`config.mk`:
```
export PLATFORM = sky130hd
export DESIGN_NAME = ervp_counter_reset_cells
export DESIGN_NICKNAME = d
export VERILOG_FILES = /design/src/rtl/ervp_counter_reset_cells.sv
export SDC_FILE = /design/constraint.sdc
export NUM_CORES = 1
export LEC_CHECK = 0
export BUFFER_PORTS_ARGS = -buffer_cell sky130_fd_sc_hd__buf_2
export CORE_AREA = 2 2 39 41
export CTS_CLUSTER_SIZE = 40
export DETAILED_ROUTE_END_ITERATION = 10
export DIE_AREA = 0 0 41 43
export GPL_ROUTABILITY_DRIVEN = 1
export PLACE_DENSITY = 0.62
export SYNTH_ARGS = -nofsm -noshare
export SYNTH_HDL_FRONTEND = slang
export SYNTH_SLANG_ARGS = --single-unit
```
`constraint.sdc`:
```
create_clock -name clk -period 1.7 [get_ports clk]
set_input_delay 0 -clock clk [delete_from_list [all_inputs] [get_ports clk]]
set_output_delay 0 -clock clk [all_outputs]
set_load 0.01 [all_outputs]
```
`src/rtl/ervp_counter_reset_cells.sv`:
```
// ervp_counter_reset_cells: top-level wrapper that exposes one ERVP_COUNTER
// together with one RESET_BUF and one RESET_NOT cell. The platform reset
// controller uses the counter to pace each reset step, and the two cells to
// buffer and invert the distributed reset nets.

module ervp_counter_reset_cells #(
    parameter int BW_COUNTER = 8,
    parameter int CIRCULAR   = 0
) (
    input  logic                  clk,
    input  logic                  rstnn,
    input  logic                  enable,
    input  logic                  init,
    input  logic                  count,
    output logic [BW_COUNTER-1:0] value,
    output logic                  is_first_count,
    output logic                  is_last_count,
    input  logic                  buf_net,
    output logic                  buf_drive,
    input  logic                  not_net,
    output logic                  not_drive
);

    ERVP_COUNTER #(
        .BW_COUNTER (BW_COUNTER),
        .CIRCULAR   (CIRCULAR)
    ) counter (
        .clk            (clk),
        .rstnn          (rstnn),
        .enable         (enable),
        .init           (init),
        .count          (count),
        .value          (value),
        .is_first_count (is_first_count),
        .is_last_count  (is_last_count)
    );

    RESET_BUF reset_buf (
        .I (buf_net),
        .O (buf_drive)
    );

    RESET_NOT reset_not (
        .I (not_net),
        .O (not_drive)
    );

endmodule

// ERVP_COUNTER: up-counter with synchronous clear and first/last flags.
// The terminal value is all-ones; CIRCULAR selects wrap-to-zero or saturation
// when a count request arrives at terminal.
module ERVP_COUNTER #(
    parameter int BW_COUNTER = 8,
    parameter int CIRCULAR   = 0
) (
    input  logic                  clk,
    input  logic                  rstnn,
    input  logic                  enable,
    input  logic                  init,
    input  logic                  count,
    output logic [BW_COUNTER-1:0] value,
    output logic                  is_first_count,
    output logic                  is_last_count
);

    localparam logic [BW_COUNTER-1:0] TERMINAL = '1;

    logic [BW_COUNTER-1:0] value_reg;

    // Count register: enable gates everything, init beats count, and at
    // terminal the counter either wraps to zero or stays put.
    always_ff @(posedge clk or negedge rstnn) begin
        if (!rstnn) begin
            value_reg <= '0;
        end else if (enable) begin
            if (init) begin
                value_reg <= '0;
            end else if (count) begin
                if (value_reg != TERMINAL) begin
                    value_reg <= value_reg + 1'b1;
                end else if (CIRCULAR != 0) begin
                    value_reg <= '0;
                end
            end
        end
    end

    // Flags decode only the registered value, so they never see the inputs
    // combinationally and cannot glitch between clock edges.
    assign value          = value_reg;
    assign is_first_count = (value_reg == '0);
    assign is_last_count  = (value_reg == TERMINAL);

endmodule

// RESET_BUF: plain reset-net buffer, kept as its own cell so it can be
// replaced by a technology reset-tree buffer.
module RESET_BUF (
    input  logic I,
    output logic O
);

    assign O = I;

endmodule

// RESET_NOT: reset-net inverter, converting between active-high and
// active-low reset polarity; also swappable for a technology cell.
module RESET_NOT (
    input  logic I,
    output logic O
);

    assign O = ~I;

endmodule

```
-- Word-level counts from Yosys, hierarchy flattened
Cells that the tools add are included.
Widths: inputs -> output; s select.
- bits in registers: 8
- input bits: 7
- output and inout bits: 12
- logic and storage cells: 12
- add/sub/neg operators: 1
- equal/unequal tests: 2
- muxes and demuxes: 3
- bitwise operators: 1
- reduce and logical (&&, ||, !) cells: 4
- operators by type and width (cell ; number):
    $mux 8 ; 3
    $add 8x1->8 const B ; 1
    $eq 8x8->1 const B ; 1
    $logic_not 8->1 ; 1
    $ne 8x8->1 const B ; 1
    $reduce_bool 2->1 ; 2
    $reduce_and 3->1 ; 1
    $not 1->1 ; 1

-- Longest topological paths before layout
Gate-level depths: netlist of the first run.
- depth in word-level cells: 4
- mapped depth: 5
- depth with buffers taken out: 5

-- By module
A second synthesis of the first run with hierarchy kept.
- cells, all modules: 64
- area, all modules: 615.6 µm²
- by module, submodules not included (module ; times used ; cells an instance ; area an instance (µm²) ; sequential area each (µm²)):
    ERVP_COUNTER ; 1 ; 62 ; 604.3 ; 200.2
    RESET_BUF ; 1 ; 1 ; 7.5 ; 0.0
    RESET_NOT ; 1 ; 1 ; 3.8 ; 0.0

-- Worst setup path after synthesis of the first run
Ideal clock, no wire load.
- path type: register to register
- start: register counter.value_reg[0] (netlist: counter.value[0])
- end: register counter.value_reg[0] (netlist: counter.value[0])
- library setup time: 0.125 ns
- arrival time: 1.311 ns
- path slack: 0.265 ns
- cell stages (with the launch flop): 6
- period minus slack after synthesis: 1.435 ns
- path through: dfrtp_1 -> ha_1 -> nand3_1 -> o21ai_2 -> a21bo_1 -> mux2_2
- word-level cells in the longest chain between the ends: 4
- RTL lines (item ; line ; source):
    from (decl) ; 69 ; logic [BW_COUNTER-1:0] value_reg;
    from (signal assigned) ; 81 ; value_reg <= value_reg + 1'b1;
    $add 8x1->8 ; 81 ;
    $mux 8 ; 80 ; if (value_reg != TERMINAL) begin
    $mux 8 ; 79 ; end else if (count) begin
    $mux 8 ; 77 ; if (init) begin
Parallel ways exist; a longest one is shown, timed or not. The select of a mux whose other input is x is not followed.
A chain may end at the register's enable or synchronous reset.

-- Final worst setup path of the first run
- start: register counter.value_reg[0] (netlist: counter.value[0])
- end: output port is_first_count
- word-level cells in the longest chain between the ends: 1
- RTL lines (item ; line ; source):
    $logic_not 8->1 ; 92 ; assign is_first_count = (value_reg == '0);
    to (decl) ; 16 ; output logic is_first_count,
Every way passes these cells.

==> results of run 1 <==
## worst max-delay path, cell delays in order, from the launching register on
cell	delay, ns
dfrtp_1	0.42
inv_1	0.07
ha_1	0.13
or4b_1	0.42
nor4_1	0.19
buf_2	0.18
## cell type report
class	count	area [sq um]	share of cell area
well taps	16	20.0	0.0311
repair buffers	19	105	0.163
flip-flops and latches	8	200	0.311
inverters	5	18.8	0.0291
clock buffers	3	22.5	0.0350
multi-input cells	42	278	0.431
## routing by layer
metal  track usage  part of all wire
met1         0.223              0.47
met2         0.228              0.45
met3        0.0314             0.062
met4        0.0600             0.018
met5             0                 0
## path summary, 6_finish.rpt
check                                          endpoint  cells after the start                    startpoint  slack (ns)
min in group asynchronous  counter.value[7]$_DFFE_PN0P_                      2                         rstnn        0.11
setup / recovery                         is_first_count                      5  counter.value[0]$_DFFE_PN0P_        0.03
hold / removal                                buf_drive                      0                       buf_net    0.000004
max in group asynchronous  counter.value[1]$_DFFE_PN0P_                      2                         rstnn        1.41
setup reg to reg           counter.value[0]$_DFFE_PN0P_                      5  counter.value[0]$_DFFE_PN0P_        0.22
hold reg to reg            counter.value[1]$_DFFE_PN0P_                      1  counter.value[1]$_DFFE_PN0P_        0.59
## stage by stage
stage / power (uW) / hold WS (ns)
after floorplan: 245 / -0.296
final: 424 / 0.00000365
after CTS: 423 / 0.000119
after global placement: 271 / -0.141
after global routing: 445 / 0.0000304
after detailed placement: 272 / -0.138
## cells in the final DEF, fill, tap and decap left out, drive strengths merged
cell         netlist  final
o211ai             1      1
ha                 2      2
a41o               1      1
nor2               2      2
nor4               1      1
or4b               1      1
and4               2      2
nand2              7      7
o31ai              1      1
a31oi              2      2
a21bo              1      1
nand3              4      4
buf                2     18
a22o               1      1
nand4              1      1
clkbuf             1      3
a21oi              7      7
inv                5      5
dlygate4sd3        0      1
o21ai              4      4
and3               1      1
and2               1      1
a41oi              1      1
dfrtp              8      8
mux2               1      1
## repair_timing
| item | CTS | global route |
|---|---|---|
| endpoints found under the setup margin | 0 | 1 |
| resized for setup | 0 | 0 |
| hold endpoints to repair | 8 | 0 |
| hold buffers | 1 | 0 |
| buffers inserted | 0 | 1 |
## kinds of logic (layout without fill, tap and decap cells)
logic type | Yosys count | after routing | share of synthesized area
adders and majority gates | 2 | 2 | 0.0482
buffers and inverters | 8 | 27 | 0.0795
and+or+nand+nor | 20 | 20 | 0.227
AOI/OAI and AO/OA | 19 | 19 | 0.239
DFF | 8 | 8 | 0.386
muxes | 1 | 1 | 0.0217
## power breakdown
part | switching, uW | internal (uW) | leakage (uW) | total, uW
clock | 69.1 | 81.1 | 0.0000138 | 150
sequential | 7.12 | 196 | 0.000110 | 203
combinational | 37.6 | 33.2 | 0.000214 | 70.7
total | 114 | 310 | 0.000338 | 424
==> results.sh, run 1 <==
export IMPL_ys_seq_elements=8
export IMPL_num_vias=509
export IMPL_via_per_inst=5.47
export IMPL_grt_overflow_total=0
export IMPL_synth_largest_area_cell="dfrtp_1"
export IMPL_die_w_microns=41
export IMPL_grt_pass1_vias=436
export IMPL_drv_cap=0
export IMPL_drt_iter0_markers=16
export IMPL_synth_most_common_cell="dfrtp_1"
export IMPL_period_minus_slack_ns=1.67
export IMPL_cts_tree="done"
export IMPL_rows=14
export IMPL_final_nets=88
export IMPL_required_ns=1.70
export IMPL_worstPathArrival_ns=1.67
export IMPL_endpoint_kind="primary output"
export IMPL_firstDrtPassIters=4
export IMPL_drive_gt1_frac=0.338
export IMPL_synth_avg_cell_area_sq_um=8.95
export IMPL_place_detailed_hpwl_microns=870
export IMPL_io_buffers=16
export IMPL_clock_path_buffers=2
export IMPL_drt_wl_total_microns=1200
export IMPL_rsz0062_at_grt="yes"
export IMPL_synth_common_cells="dfrtp_1, a21oi_1, nand2_1"
export IMPL_core_region_area_sq_um=1380
export IMPL_fin_tns_setup_ns=0
export IMPL_dpl_worst_slack_ns=0.231
export IMPL_max_slew_margin_rel=0.844
export IMPL_syn_nets=67
export IMPL_clock_latency_ns=0.26
export IMPL_finalHoldViolCount=0
export IMPL_fin_ws_ns=0.0298
export IMPL_fin_util=0.466
export IMPL_synthCells=58
export IMPL_yosysTopAreaCellShare=0.386
export IMPL_slew_viol_final=0
export IMPL_root_buffer="clkbuf_4"
export IMPL_diodes=0
export IMPL_htreeDepth=1
export IMPL_path_clk_slew_ns=0.06
export IMPL_power_density_nw_per_um2=658
export IMPL_post_place_cells=88
export IMPL_hp_class="in -> out"
export IMPL_die_h_microns=43
export IMPL_ios=19
export IMPL_final_cell_area_sq_um=644
export IMPL_clock_sinks=8
export IMPL_stdcell_count=93
export IMPL_fin_crit_sh=0.982
export IMPL_yosysSeqAreaShare=0.386
export IMPL_setup_viol=0
export IMPL_antenna_found_initial=0
export IMPL_drc_errors=0
export IMPL_path_class="reg -> out"
export IMPL_area_delta_synth_final_pct=24.1
export IMPL_skew_ns=0.00458
export IMPL_grt_pass1_wl_microns=1900
export IMPL_ir_drop_uv=366
export IMPL_power_leakage_uw=0.000338
export IMPL_run_status="complete, no violations"
export IMPL_n_fill_cell=142
export IMPL_fp_dieArea_sq_um=1760
export IMPL_cp_start_kind="flop"
export IMPL_final_antenna_net_count=0
export IMPL_ys_top_cells_by_area="dfrtp_1, a21oi_1, nand2_1"
export IMPL_syn_area_sq_um=519
export IMPL_synth_flop_cell="dfrtp_1"
export IMPL_synth_edf_count=0
export IMPL_synth_async_reset_ratio=1.00
export IMPL_wl_per_cell_microns=12.9
export IMPL_yosysWarnings=0
export IMPL_worst_pin_slew_ns=0.232
export IMPL_cts_inserted_buffers=3
export IMPL_fmax_mhz=599
export IMPL_critPathMaxFanout=4
export IMPL_largest_reg_flops=8
export IMPL_grt_use_total=0.158
export IMPL_place_congestion=0.752
export IMPL_initial_core_util=0.375
export IMPL_dpl_cell_area_sq_um=604
export IMPL_synth_cell_types=27
export IMPL_grt_max_degree=15
Note: power is estimated with default switching activity, not from simulation.
==> inputs of run 2 (changes only) <==
--- a/config.mk
+++ b/config.mk
@@ -6,6 +6,7 @@
 export NUM_CORES = 1
 export LEC_CHECK = 0
 export BUFFER_PORTS_ARGS = -buffer_cell sky130_fd_sc_hd__buf_2
+export CAP_MARGIN = 20
 export CORE_AREA = 2 2 39 41
 export CTS_CLUSTER_SIZE = 40
 export DETAILED_ROUTE_END_ITERATION = 10
==> constraint.sdc (replaced) <==
create_clock -name clk -period 1.7 [get_ports clk]
set_input_delay 0.34 -clock clk [delete_from_list [all_inputs] [get_ports clk]]
set_output_delay 0.34 -clock clk [all_outputs]
set_load 0.01 [all_outputs]
==> results.sh, run 2 (same netlist as run 1, synthesis figures left out) <==
export IMPL_run_status="finished with violations"
export IMPL_violations="setup timing"
export IMPL_regToRegSetupSlack_ns=0.17
export IMPL_required_ns=1.36
export IMPL_hp_class="in -> reg"
export IMPL_post_place_cells=92
export IMPL_hold_depth=3
export IMPL_crit_start="counter.value[0]$_DFFE_PN0P_"
export IMPL_clock_sinks=8
export IMPL_dpl_worst_slack_ns=0.0570
export IMPL_power_density_nw_per_um2=604
export IMPL_holdPathEnd="counter.value[7]$_DFFE_PN0P_"
export IMPL_drt_iter0_markers=11
export IMPL_grt_pass1_vias=452
export IMPL_ir_drop_uv=400
export IMPL_fin_util=0.525
export IMPL_slew_viol_final=0
export IMPL_drt_wl_total_microns=1280
export IMPL_grt_pass1_wl_microns=1980
export IMPL_fin_ws_ns=-0.191
export IMPL_antenna_found_initial=0
export IMPL_via_per_inst=5.27
export IMPL_fp_dieArea_sq_um=1760
export IMPL_period_minus_slack_ns=1.89
export IMPL_path_clk_slew_ns=0.06
export IMPL_power_leakage_uw=0.000370
export IMPL_worst_pin_slew_ns=0.287
export IMPL_grt_max_degree=15
export IMPL_grt_use_total=0.171
export IMPL_clock_latency_ns=0.25
export IMPL_final_cell_mix="buf_2, dfrtp_1, buf_4"
export IMPL_critPathMaxFanout=2
export IMPL_area_delta_synth_final_pct=40.0
export IMPL_endpoint_kind="primary output"
export IMPL_drive_gt1_frac=0.446
export IMPL_fmax_mhz=529
export IMPL_final_common_cell="buf_2"
export IMPL_wl_per_cell_microns=12.9
export IMPL_rows=14
export IMPL_setup_viol=1
export IMPL_ios=19
export IMPL_place_detailed_hpwl_microns=916
export IMPL_rsz0062_at_grt="yes"
export IMPL_r2r_worst_path_cells=7
export IMPL_cts_tree="done"
export IMPL_root_buffer="clkbuf_4"
export IMPL_final_nets=94
export IMPL_worstPathArrival_ns=1.55
export IMPL_path_class="reg -> out"
export IMPL_stdcell_count=99
export IMPL_grt_overflow_total=0
export IMPL_reg2reg_to="counter.value[0]$_DFFE_PN0P_"
export IMPL_drc_errors=0
export IMPL_largest_reg_flops=8
export IMPL_die_w_microns=41
export IMPL_fin_crit_sh=1.11
export IMPL_max_slew_margin_rel=0.809
export IMPL_min_delay_start="init"
export IMPL_skew_ns=0.00128
export IMPL_die_h_microns=43
export IMPL_initial_core_util=0.375
export IMPL_r2r_start="counter.value[0]$_DFFE_PN0P_"
export IMPL_core_region_area_sq_um=1380
export IMPL_firstDrtPassIters=4
export IMPL_finalHoldViolCount=0
export IMPL_io_buffers=16
export IMPL_fin_tns_setup_ns=-0.191
export IMPL_drv_cap=0
export IMPL_final_antenna_net_count=0
export IMPL_diodes=0
export IMPL_cts_inserted_buffers=3
export IMPL_finalPower_uw=439
export IMPL_num_vias=522
export IMPL_htreeDepth=1
export IMPL_place_congestion=0.809
export IMPL_clock_path_buffers=2
export IMPL_cp_start_kind="flop"
-- run 2: per-stage QoR --
stage          hold WS (ns)  area (sq um)
6_report              0.383           727
2_1_floorplan        0.0444           526
3_5_place_dp          0.191           641
4_1_cts               0.383           702
5_1_grt               0.395           727
3_3_place_gp          0.192           641
-- run 2: cell type report --
type | count | area (sq um)
Timing Repair Buffer | 25 | 150
Sequential cell | 8 | 200
Multi-Input combinational cell | 42 | 315
Inverter | 5 | 18.8
Clock buffer | 3 | 22.5
Tap cell | 16 | 20.0
Fill cell | 144 | 657
-- run 2: critical path: stages, from the launching register on --
cell and delay (ns):
dfrtp_1 0.37, inv_1 0.06, ha_1 0.13, or4b_4 0.45, nor4_2 0.13, buf_2 0.16
-- run 2: timing repair --
| item | in CTS | in global routing |
|---|---|---|
| hold buffers | 1 | 0 |
| buffers inserted | 1 | 3 |
| hold endpoints to repair | 8 | 0 |
| endpoints found under the setup margin | 2 | 2 |
| pin swaps | 0 | 1 |
| gates resized for setup | 4 | 2 |
-- run 2: worst max-delay path by stage --
| stage | to | slack (ns) | cells past startpoint |
|---|---|---|---|
| 6_report | is_first_count | -0.19 | 5 |
| 5_1_grt | is_first_count | -0.27 | 5 |
| 4_1_cts | is_first_count | -0.21 | 5 |
| 3_5_place_dp | is_first_count | 0.06 | 5 |
| 3_3_place_gp | is_first_count | 0.1 | 5 |
| 2_1_floorplan | is_first_count | 0.05 | 4 |
-- run 2: per-layer routing --
metal	vias to the layer above	track usage	share of wire
met2	13	0.225	0.45
met3	4	0.0314	0.045
met4	0	0.100	0.020
met1	239	0.252	0.48
met5	-	0	0
li1	266	-	-
-- run 2: where the power goes --
part           internal (uW)  leakage (uW)  switching, uW  total, uW
sequential               196      0.000110           2.63        199
clock                   80.8     0.0000138           64.4        145
combinational           47.3      0.000246           47.7       95.0
total                    324      0.000370            115        439
